File: src/rtl/vga_timing_pipe_if.sv
// Signal bundle for vga_timing_pipe: pixel coordinates and strobes out to the
// renderer, colour back from it, and the pixel-aligned video output.
interface vga_timing_pipe_if #(
    parameter int CW = 4
);
    logic              pix_tick;
    logic [10:0]       x;
    logic [10:0]       y;
    logic              active;
    logic              line_start;
    logic              frame_start;
    logic [3*CW-1:0]   rgb_in;
    logic              hsync;
    logic              vsync;
    logic              de;
    logic [3*CW-1:0]   rgb_out;
    logic [15:0]       frame_cnt;

    modport master (
        output pix_tick, x, y, active, line_start, frame_start,
        output hsync, vsync, de, rgb_out, frame_cnt,
        input  rgb_in
    );

    modport slave (
        input  pix_tick, x, y, active, line_start, frame_start,
        input  hsync, vsync, de, rgb_out, frame_cnt,
        output rgb_in
    );
endinterface

File: src/rtl/vga_timing_pipe.sv
// Programmable VGA timing generator; sync/DE are delayed PIPE+1 pixel ticks so they
// line up with colour returned by a renderer with PIPE ticks of latency.
module vga_timing_pipe #(
    parameter int H_ACTIVE = 800,
    parameter int H_FP     = 56,
    parameter int H_SYNC   = 120,
    parameter int H_BP     = 64,
    parameter int V_ACTIVE = 600,
    parameter int V_FP     = 37,
    parameter int V_SYNC   = 6,
    parameter int V_BP     = 23,
    parameter int HS_POL   = 1,
    parameter int VS_POL   = 1,
    parameter int CW       = 4,
    parameter int CLK_DIV  = 1,
    parameter int PIPE     = 2
) (
    input  logic                  clk,
    input  logic                  rst,
    vga_timing_pipe_if.master     vga
);
    localparam int H_TOTAL = H_ACTIVE + H_FP + H_SYNC + H_BP;
    localparam int V_TOTAL = V_ACTIVE + V_FP + V_SYNC + V_BP;

    localparam logic [10:0] H_LAST   = 11'(H_TOTAL - 1);
    localparam logic [10:0] V_LAST   = 11'(V_TOTAL - 1);
    localparam logic [10:0] H_ACT    = 11'(H_ACTIVE);
    localparam logic [10:0] V_ACT    = 11'(V_ACTIVE);
    localparam logic [10:0] HS_START = 11'(H_ACTIVE + H_FP);
    localparam logic [10:0] HS_END   = 11'(H_ACTIVE + H_FP + H_SYNC);
    localparam logic [10:0] VS_START = 11'(V_ACTIVE + V_FP);
    localparam logic [10:0] VS_END   = 11'(V_ACTIVE + V_FP + V_SYNC);
    localparam logic        HS_ON    = 1'(HS_POL);
    localparam logic        VS_ON    = 1'(VS_POL);

    localparam int              DW       = (CLK_DIV > 1) ? $clog2(CLK_DIV) : 1;
    localparam logic [DW-1:0]   DIV_LAST = DW'(CLK_DIV - 1);

    logic [DW-1:0]   div_r;
    logic            tick_s;
    logic [10:0]     x_r;
    logic [10:0]     y_r;
    logic [15:0]     frame_cnt_r;
    logic            hs_raw_s;
    logic            vs_raw_s;
    logic            active_s;
    logic            line_start_s;
    logic            frame_start_s;
    logic [2:0]      raw_s;
    logic [2:0]      dly_s;
    logic            hsync_r;
    logic            vsync_r;
    logic            de_r;
    logic [3*CW-1:0] rgb_r;

    // Clock divider; the tick is gated by rst so it stays low throughout reset.
    always_ff @(posedge clk) begin
        if (!rst) begin
            div_r <= {DW{1'b0}};
        end else if (tick_s) begin
            div_r <= {DW{1'b0}};
        end else begin
            div_r <= div_r + DW'(1);
        end
    end

    // Pixel tick decode.
    always_comb begin
        tick_s = rst && (div_r == DIV_LAST);
    end

    // Raster counters and completed-frame counter.
    always_ff @(posedge clk) begin
        if (!rst) begin
            x_r         <= 11'd0;
            y_r         <= 11'd0;
            frame_cnt_r <= 16'd0;
        end else if (tick_s) begin
            if (x_r == H_LAST) begin
                x_r <= 11'd0;
                if (y_r == V_LAST) begin
                    y_r         <= 11'd0;
                    frame_cnt_r <= frame_cnt_r + 16'd1;
                end else begin
                    y_r <= y_r + 11'd1;
                end
            end else begin
                x_r <= x_r + 11'd1;
            end
        end
    end

    // Undelayed decodes of the current raster position.
    always_comb begin
        hs_raw_s      = (x_r >= HS_START) && (x_r < HS_END);
        vs_raw_s      = (y_r >= VS_START) && (y_r < VS_END);
        active_s      = (x_r < H_ACT) && (y_r < V_ACT);
        line_start_s  = (x_r == 11'd0);
        frame_start_s = (x_r == 11'd0) && (y_r == 11'd0);
        raw_s         = {hs_raw_s, vs_raw_s, active_s};
    end

    // Stages hold un-polarised {hs, vs, active}; all-zero means blanked and idle.
    generate
        if (PIPE == 0) begin : g_nopipe
            assign dly_s = raw_s;
        end else begin : g_pipe
            logic [2:0] stage_r [PIPE];

            // Renderer-latency shift register.
            always_ff @(posedge clk) begin
                if (!rst) begin
                    for (int i = 0; i < PIPE; i++) begin
                        stage_r[i] <= 3'b000;
                    end
                end else if (tick_s) begin
                    stage_r[0] <= raw_s;
                    for (int i = 1; i < PIPE; i++) begin
                        stage_r[i] <= stage_r[i-1];
                    end
                end
            end

            assign dly_s = stage_r[PIPE-1];
        end
    endgenerate

    // Output register: applies sync polarity and blanks colour outside the active area.
    always_ff @(posedge clk) begin
        if (!rst) begin
            hsync_r <= ~HS_ON;
            vsync_r <= ~VS_ON;
            de_r    <= 1'b0;
            rgb_r   <= {(3*CW){1'b0}};
        end else if (tick_s) begin
            hsync_r <= dly_s[2] ? HS_ON : ~HS_ON;
            vsync_r <= dly_s[1] ? VS_ON : ~VS_ON;
            de_r    <= dly_s[0];
            rgb_r   <= dly_s[0] ? vga.rgb_in : {(3*CW){1'b0}};
        end
    end

    assign vga.pix_tick    = tick_s;
    assign vga.x           = x_r;
    assign vga.y           = y_r;
    assign vga.active      = active_s;
    assign vga.line_start  = line_start_s;
    assign vga.frame_start = frame_start_s;
    assign vga.hsync       = hsync_r;
    assign vga.vsync       = vsync_r;
    assign vga.de          = de_r;
    assign vga.rgb_out     = rgb_r;
    assign vga.frame_cnt   = frame_cnt_r;
endmodule

File: src/flat_wrapper.sv
// flat-port wrapper written by rule: the top's interface ports become plain ports
module vga_timing_pipe_flat 
#(
    parameter int H_ACTIVE = 800,
    parameter int H_FP     = 56,
    parameter int H_SYNC   = 120,
    parameter int H_BP     = 64,
    parameter int V_ACTIVE = 600,
    parameter int V_FP     = 37,
    parameter int V_SYNC   = 6,
    parameter int V_BP     = 23,
    parameter int HS_POL   = 1,
    parameter int VS_POL   = 1,
    parameter int CW       = 4,
    parameter int CLK_DIV  = 1,
    parameter int PIPE     = 2
)
  (clk, rst, vga_pix_tick, vga_x, vga_y, vga_active, vga_line_start, vga_frame_start, vga_hsync, vga_vsync, vga_de, vga_rgb_out, vga_frame_cnt, vga_rgb_in);
  vga_timing_pipe_if #(.CW(CW)) vga_i ();
  input  logic clk;
  input  logic rst;
  output wire logic [$bits(vga_i.pix_tick)-1:0] vga_pix_tick;
  output wire logic [$bits(vga_i.x)-1:0] vga_x;
  output wire logic [$bits(vga_i.y)-1:0] vga_y;
  output wire logic [$bits(vga_i.active)-1:0] vga_active;
  output wire logic [$bits(vga_i.line_start)-1:0] vga_line_start;
  output wire logic [$bits(vga_i.frame_start)-1:0] vga_frame_start;
  output wire logic [$bits(vga_i.hsync)-1:0] vga_hsync;
  output wire logic [$bits(vga_i.vsync)-1:0] vga_vsync;
  output wire logic [$bits(vga_i.de)-1:0] vga_de;
  output wire logic [$bits(vga_i.rgb_out)-1:0] vga_rgb_out;
  output wire logic [$bits(vga_i.frame_cnt)-1:0] vga_frame_cnt;
  input wire logic [$bits(vga_i.rgb_in)-1:0] vga_rgb_in;
  assign vga_pix_tick = vga_i.pix_tick;
  assign vga_x = vga_i.x;
  assign vga_y = vga_i.y;
  assign vga_active = vga_i.active;
  assign vga_line_start = vga_i.line_start;
  assign vga_frame_start = vga_i.frame_start;
  assign vga_hsync = vga_i.hsync;
  assign vga_vsync = vga_i.vsync;
  assign vga_de = vga_i.de;
  assign vga_rgb_out = vga_i.rgb_out;
  assign vga_frame_cnt = vga_i.frame_cnt;
  assign vga_i.rgb_in = vga_rgb_in;
  vga_timing_pipe #(.H_ACTIVE(H_ACTIVE), .H_FP(H_FP), .H_SYNC(H_SYNC), .H_BP(H_BP), .V_ACTIVE(V_ACTIVE), .V_FP(V_FP), .V_SYNC(V_SYNC), .V_BP(V_BP), .HS_POL(HS_POL), .VS_POL(VS_POL), .CW(CW), .CLK_DIV(CLK_DIV), .PIPE(PIPE)) u_core (.clk(clk), .rst(rst), .vga(vga_i));
endmodule
File: config.mk
export PLATFORM = sky130hd
export DESIGN_NAME = vga_timing_pipe_flat
export DESIGN_NICKNAME = d
export VERILOG_FILES = /design/src/rtl/vga_timing_pipe_if.sv /design/src/rtl/vga_timing_pipe.sv /design/src/flat_wrapper.sv
export SDC_FILE = /design/constraint.sdc
export NUM_CORES = 1
export LEC_CHECK = 0
export BUFFER_PORTS_ARGS = -buffer_cell sky130_fd_sc_hd__buf_2
export CAP_MARGIN = 10
export CORE_MARGIN = 2
export CORE_UTILIZATION = 50
export DETAILED_ROUTE_END_ITERATION = 12
export PLACE_DENSITY = 0.76
export SYNTH_ARGS = -nofsm -noshare
export SYNTH_HDL_FRONTEND = slang
export SYNTH_SLANG_ARGS = --single-unit
File: constraint.sdc
create_clock -name clk -period 5.3 [get_ports clk]
set_input_delay 0.265 -clock clk [delete_from_list [all_inputs] [get_ports clk]]
set_output_delay 0.265 -clock clk [all_outputs]
set_load 0.1 [all_outputs]
==> results.md <==
* # diodes at 0
* Hold Buf Count CTS at 0
* Synthesized Nets at 336
* Max_cap viols at 0
* Hold Startpoint: vga_rgb_in[11]
* Post-DP HPWL at 4.07 mm
* Total Routed Length at 5.82 mm
* Top cells by area, synth: dfxtp_1 (40%), nor2_1 (8.3%), xor2_1 (7.1%)
* Cell count after synthesis at 316
* Via count at 2440
* Length of the first detailed-routing pass in iterations at 4
* Clk pin slew, worst setup/hold paths at 0.07 ns
* Final period util at 0.502
* DRT iter0 DRCs at 84
* Vias in the first global route at 2112
* Initial antenna violation count at 0
* Htree depth at 3
* Congestion Overflow GR at 0
* # IOs at 71
* Final slew viol count at 0
* Crit. Startpoint: u_core.div_r
* Post-synth top area cell: dfxtp_1
* Top_reg_cell synth: dfxtp_1
* Largest net degree at the start of global routing at 35
* CTS tree: done
* Clock buffer depth at 2
* TritonCTS buffer count at 9
* CP Max Fanout at 33
* Die ar. at 6020 um^2
* Crit path launch type: flip-flop
* GPL Wtd Cong at 0.784
* Average vias per placed instance at 5.30
* Worst Clk Skew at 0.00839 ns
* Synth cell types at 41
* Crit. End Element: primary output
* # rows at 26
* Max VDD drop at 0.268 mV
* Critical Path AT at 2.40 ns
* Root buffer cell: clkbuf_8
* Nets@finish at 405
* Post-route ant nets at 0
* Least-Margin Pin Slew at 1.02 ns
* Worst reg2reg startpoint: u_core.div_r
* Post-route DRC at 0
* Leakage at 0.00147 uW
* YS warnings at 0
* Hold Fails Final Rpt at 0
* Post-CTS sizing at 0
* List of most frequent post-synthesis cells: nor2_1 (60), dfxtp_1 (54), nand2_1 (27)
* Final Util at 0.642
* Mapped Area at 2710 um^2
* Setup bufs post-CTS at 0
* Ys async rst share at 0
* Die W at 77.6 um
* Status: finished clean
* Seq/Total Area, Yosys at 0.466
* Later-pin clock latency in the skew report at 0.33 ns
* Layout area overhead at 22.6%
* Total track usage at 0.203
* I/O Buffers at 70
* Fin worst setup slack at 2.64 ns
* Post-synthesis area per instance at 8.57 um^2
* RSZ-0062 raised after global routing: no
* #FFs+latches synth at 60
* Number of synthesized flops with an enable pin at 6
* Synth top area share at 0.399
* Crit Path Category: flip-flop to primary output
* Min cycle time layout at 2.66 ns
* Routed len/inst at 12.7 um
* Die extent in y at 77.6 um
* Top-count cell post-synth: nor2_1
* Power per Cell Area at 301 nW/um^2
* Rel. slew slack at 0.317
* Hold_ws at 0.173 ns
* Setup TNS at 0 ns
* Worst hold path class: primary input to flip-flop
* Critical path required time at 5.04 ns
* Total power draw at 999 uW
* Layout cell share with drive strength beyond 1 at 0.228
* Core area at 5170 um^2
* # clock sinks at 60
* Starting Density at 0.524
* Setup Viol. Count Final at 0
* Pre-CTS WS at 2.77 ns
* Fmax at 376 MHz
* First-pass GRT wire length at 9.72 mm
-- cells in the final DEF, fill, tap and decap left out, types with 7 or more instances in the layout --
| master | count |
|---|---|
| a21oi_1 | 25 |
| nand2_1 | 27 |
| and2_1 | 7 |
| nand3_1 | 12 |
| or3_1 | 8 |
| buf_2 | 70 |
| and3_1 | 7 |
| nand4_1 | 14 |
| dfxtp_1 | 54 |
| clkbuf_8 | 11 |
| inv_1 | 8 |
| o21ai_0 | 7 |
| nor2_1 | 60 |
| xor2_1 | 22 |
-- power by group --
| part | switching, uW | internal [uW] | leakage, uW |
|---|---|---|---|
| combinational | 66.5 | 14.8 | 0.000854 |
| clock | 173 | 271 | 0.000115 |
| sequential | 8.30 | 465 | 0.000503 |
| total | 248 | 751 | 0.00147 |
-- worst max-delay path: stages (launching register included) --
cell and delay [ns]:
dfxtp_1 1.00, nand2b_1 0.37, clkinv_1 0.30, buf_2 0.38
-- final timing paths --
check / slack [ns] / cells after the start / to
max: 2.64 / 3 / vga_pix_tick
min reg2reg: 0.48 / 2 / u_core.vga.rgb_out[10]
min: 0.17 / 3 / u_core.vga.rgb_out[11]
max reg2reg: 2.74 / 6 / u_core.vga.frame_cnt[14]
-- per-stage QoR --
| stage | cells | cell area (um^2) |
|---|---|---|
| after floorplan | 316 | 2710 |
| after global placement | 444 | 3100 |
| after detailed placement | 444 | 3100 |
| after CTS | 460 | 3320 |
| after global routing | 460 | 3320 |
| final | 460 | 3320 |
-- cell type report --
type                       count  area (um^2)
fill                         474         1850
multi-input combinational    233         1360
sequential                    60         1260
timing repair buffer          71          358
clock buffer                  13          180
tap                           70         87.6
clock inverter                 3         41.3
inverter                      10         37.5
-- sequential cells by signal, summed over array words and instances (netlist names) --
name / count
u_core.g_pipe.stage_r: 6
u_core.vga.y: 11
u_core.div_r: 1
u_core.vga.de: 1
u_core.vga.vsync: 1
u_core.vga.hsync: 1
u_core.vga.frame_cnt: 16
u_core.vga.x: 11
u_core.vga.rgb_out: 12
-- logic make-up (layout without fill, tap and decap cells) --
| kind of cell | after synthesis | after routing | synth area share |
|---|---|---|---|
| AND/OR/NAND/NOR | 156 | 156 | 0.291 |
| flip-flops | 60 | 60 | 0.466 |
| multiplexers | 2 | 2 | 0.00739 |
| AO/OA/AOI/OAI | 40 | 40 | 0.0822 |
| buffers and inverters | 23 | 97 | 0.0337 |
| other | 1 | 1 | 0.00138 |
| adder cells (fa/ha/maj) | 6 | 6 | 0.0277 |
| XOR/XNOR | 28 | 28 | 0.0905 |
-- metal layers --
metal / vias up / wire length, um / track usage
met5: - / 0 / 0
met4: 0 / 71 / 0.0714
met3: 6 / 395 / 0.0814
met2: 71 / 2750 / 0.321
met1: 1143 / 2610 / 0.249
li1: 1220 / - / -
Note: power is estimated with default switching activity, not from simulation.
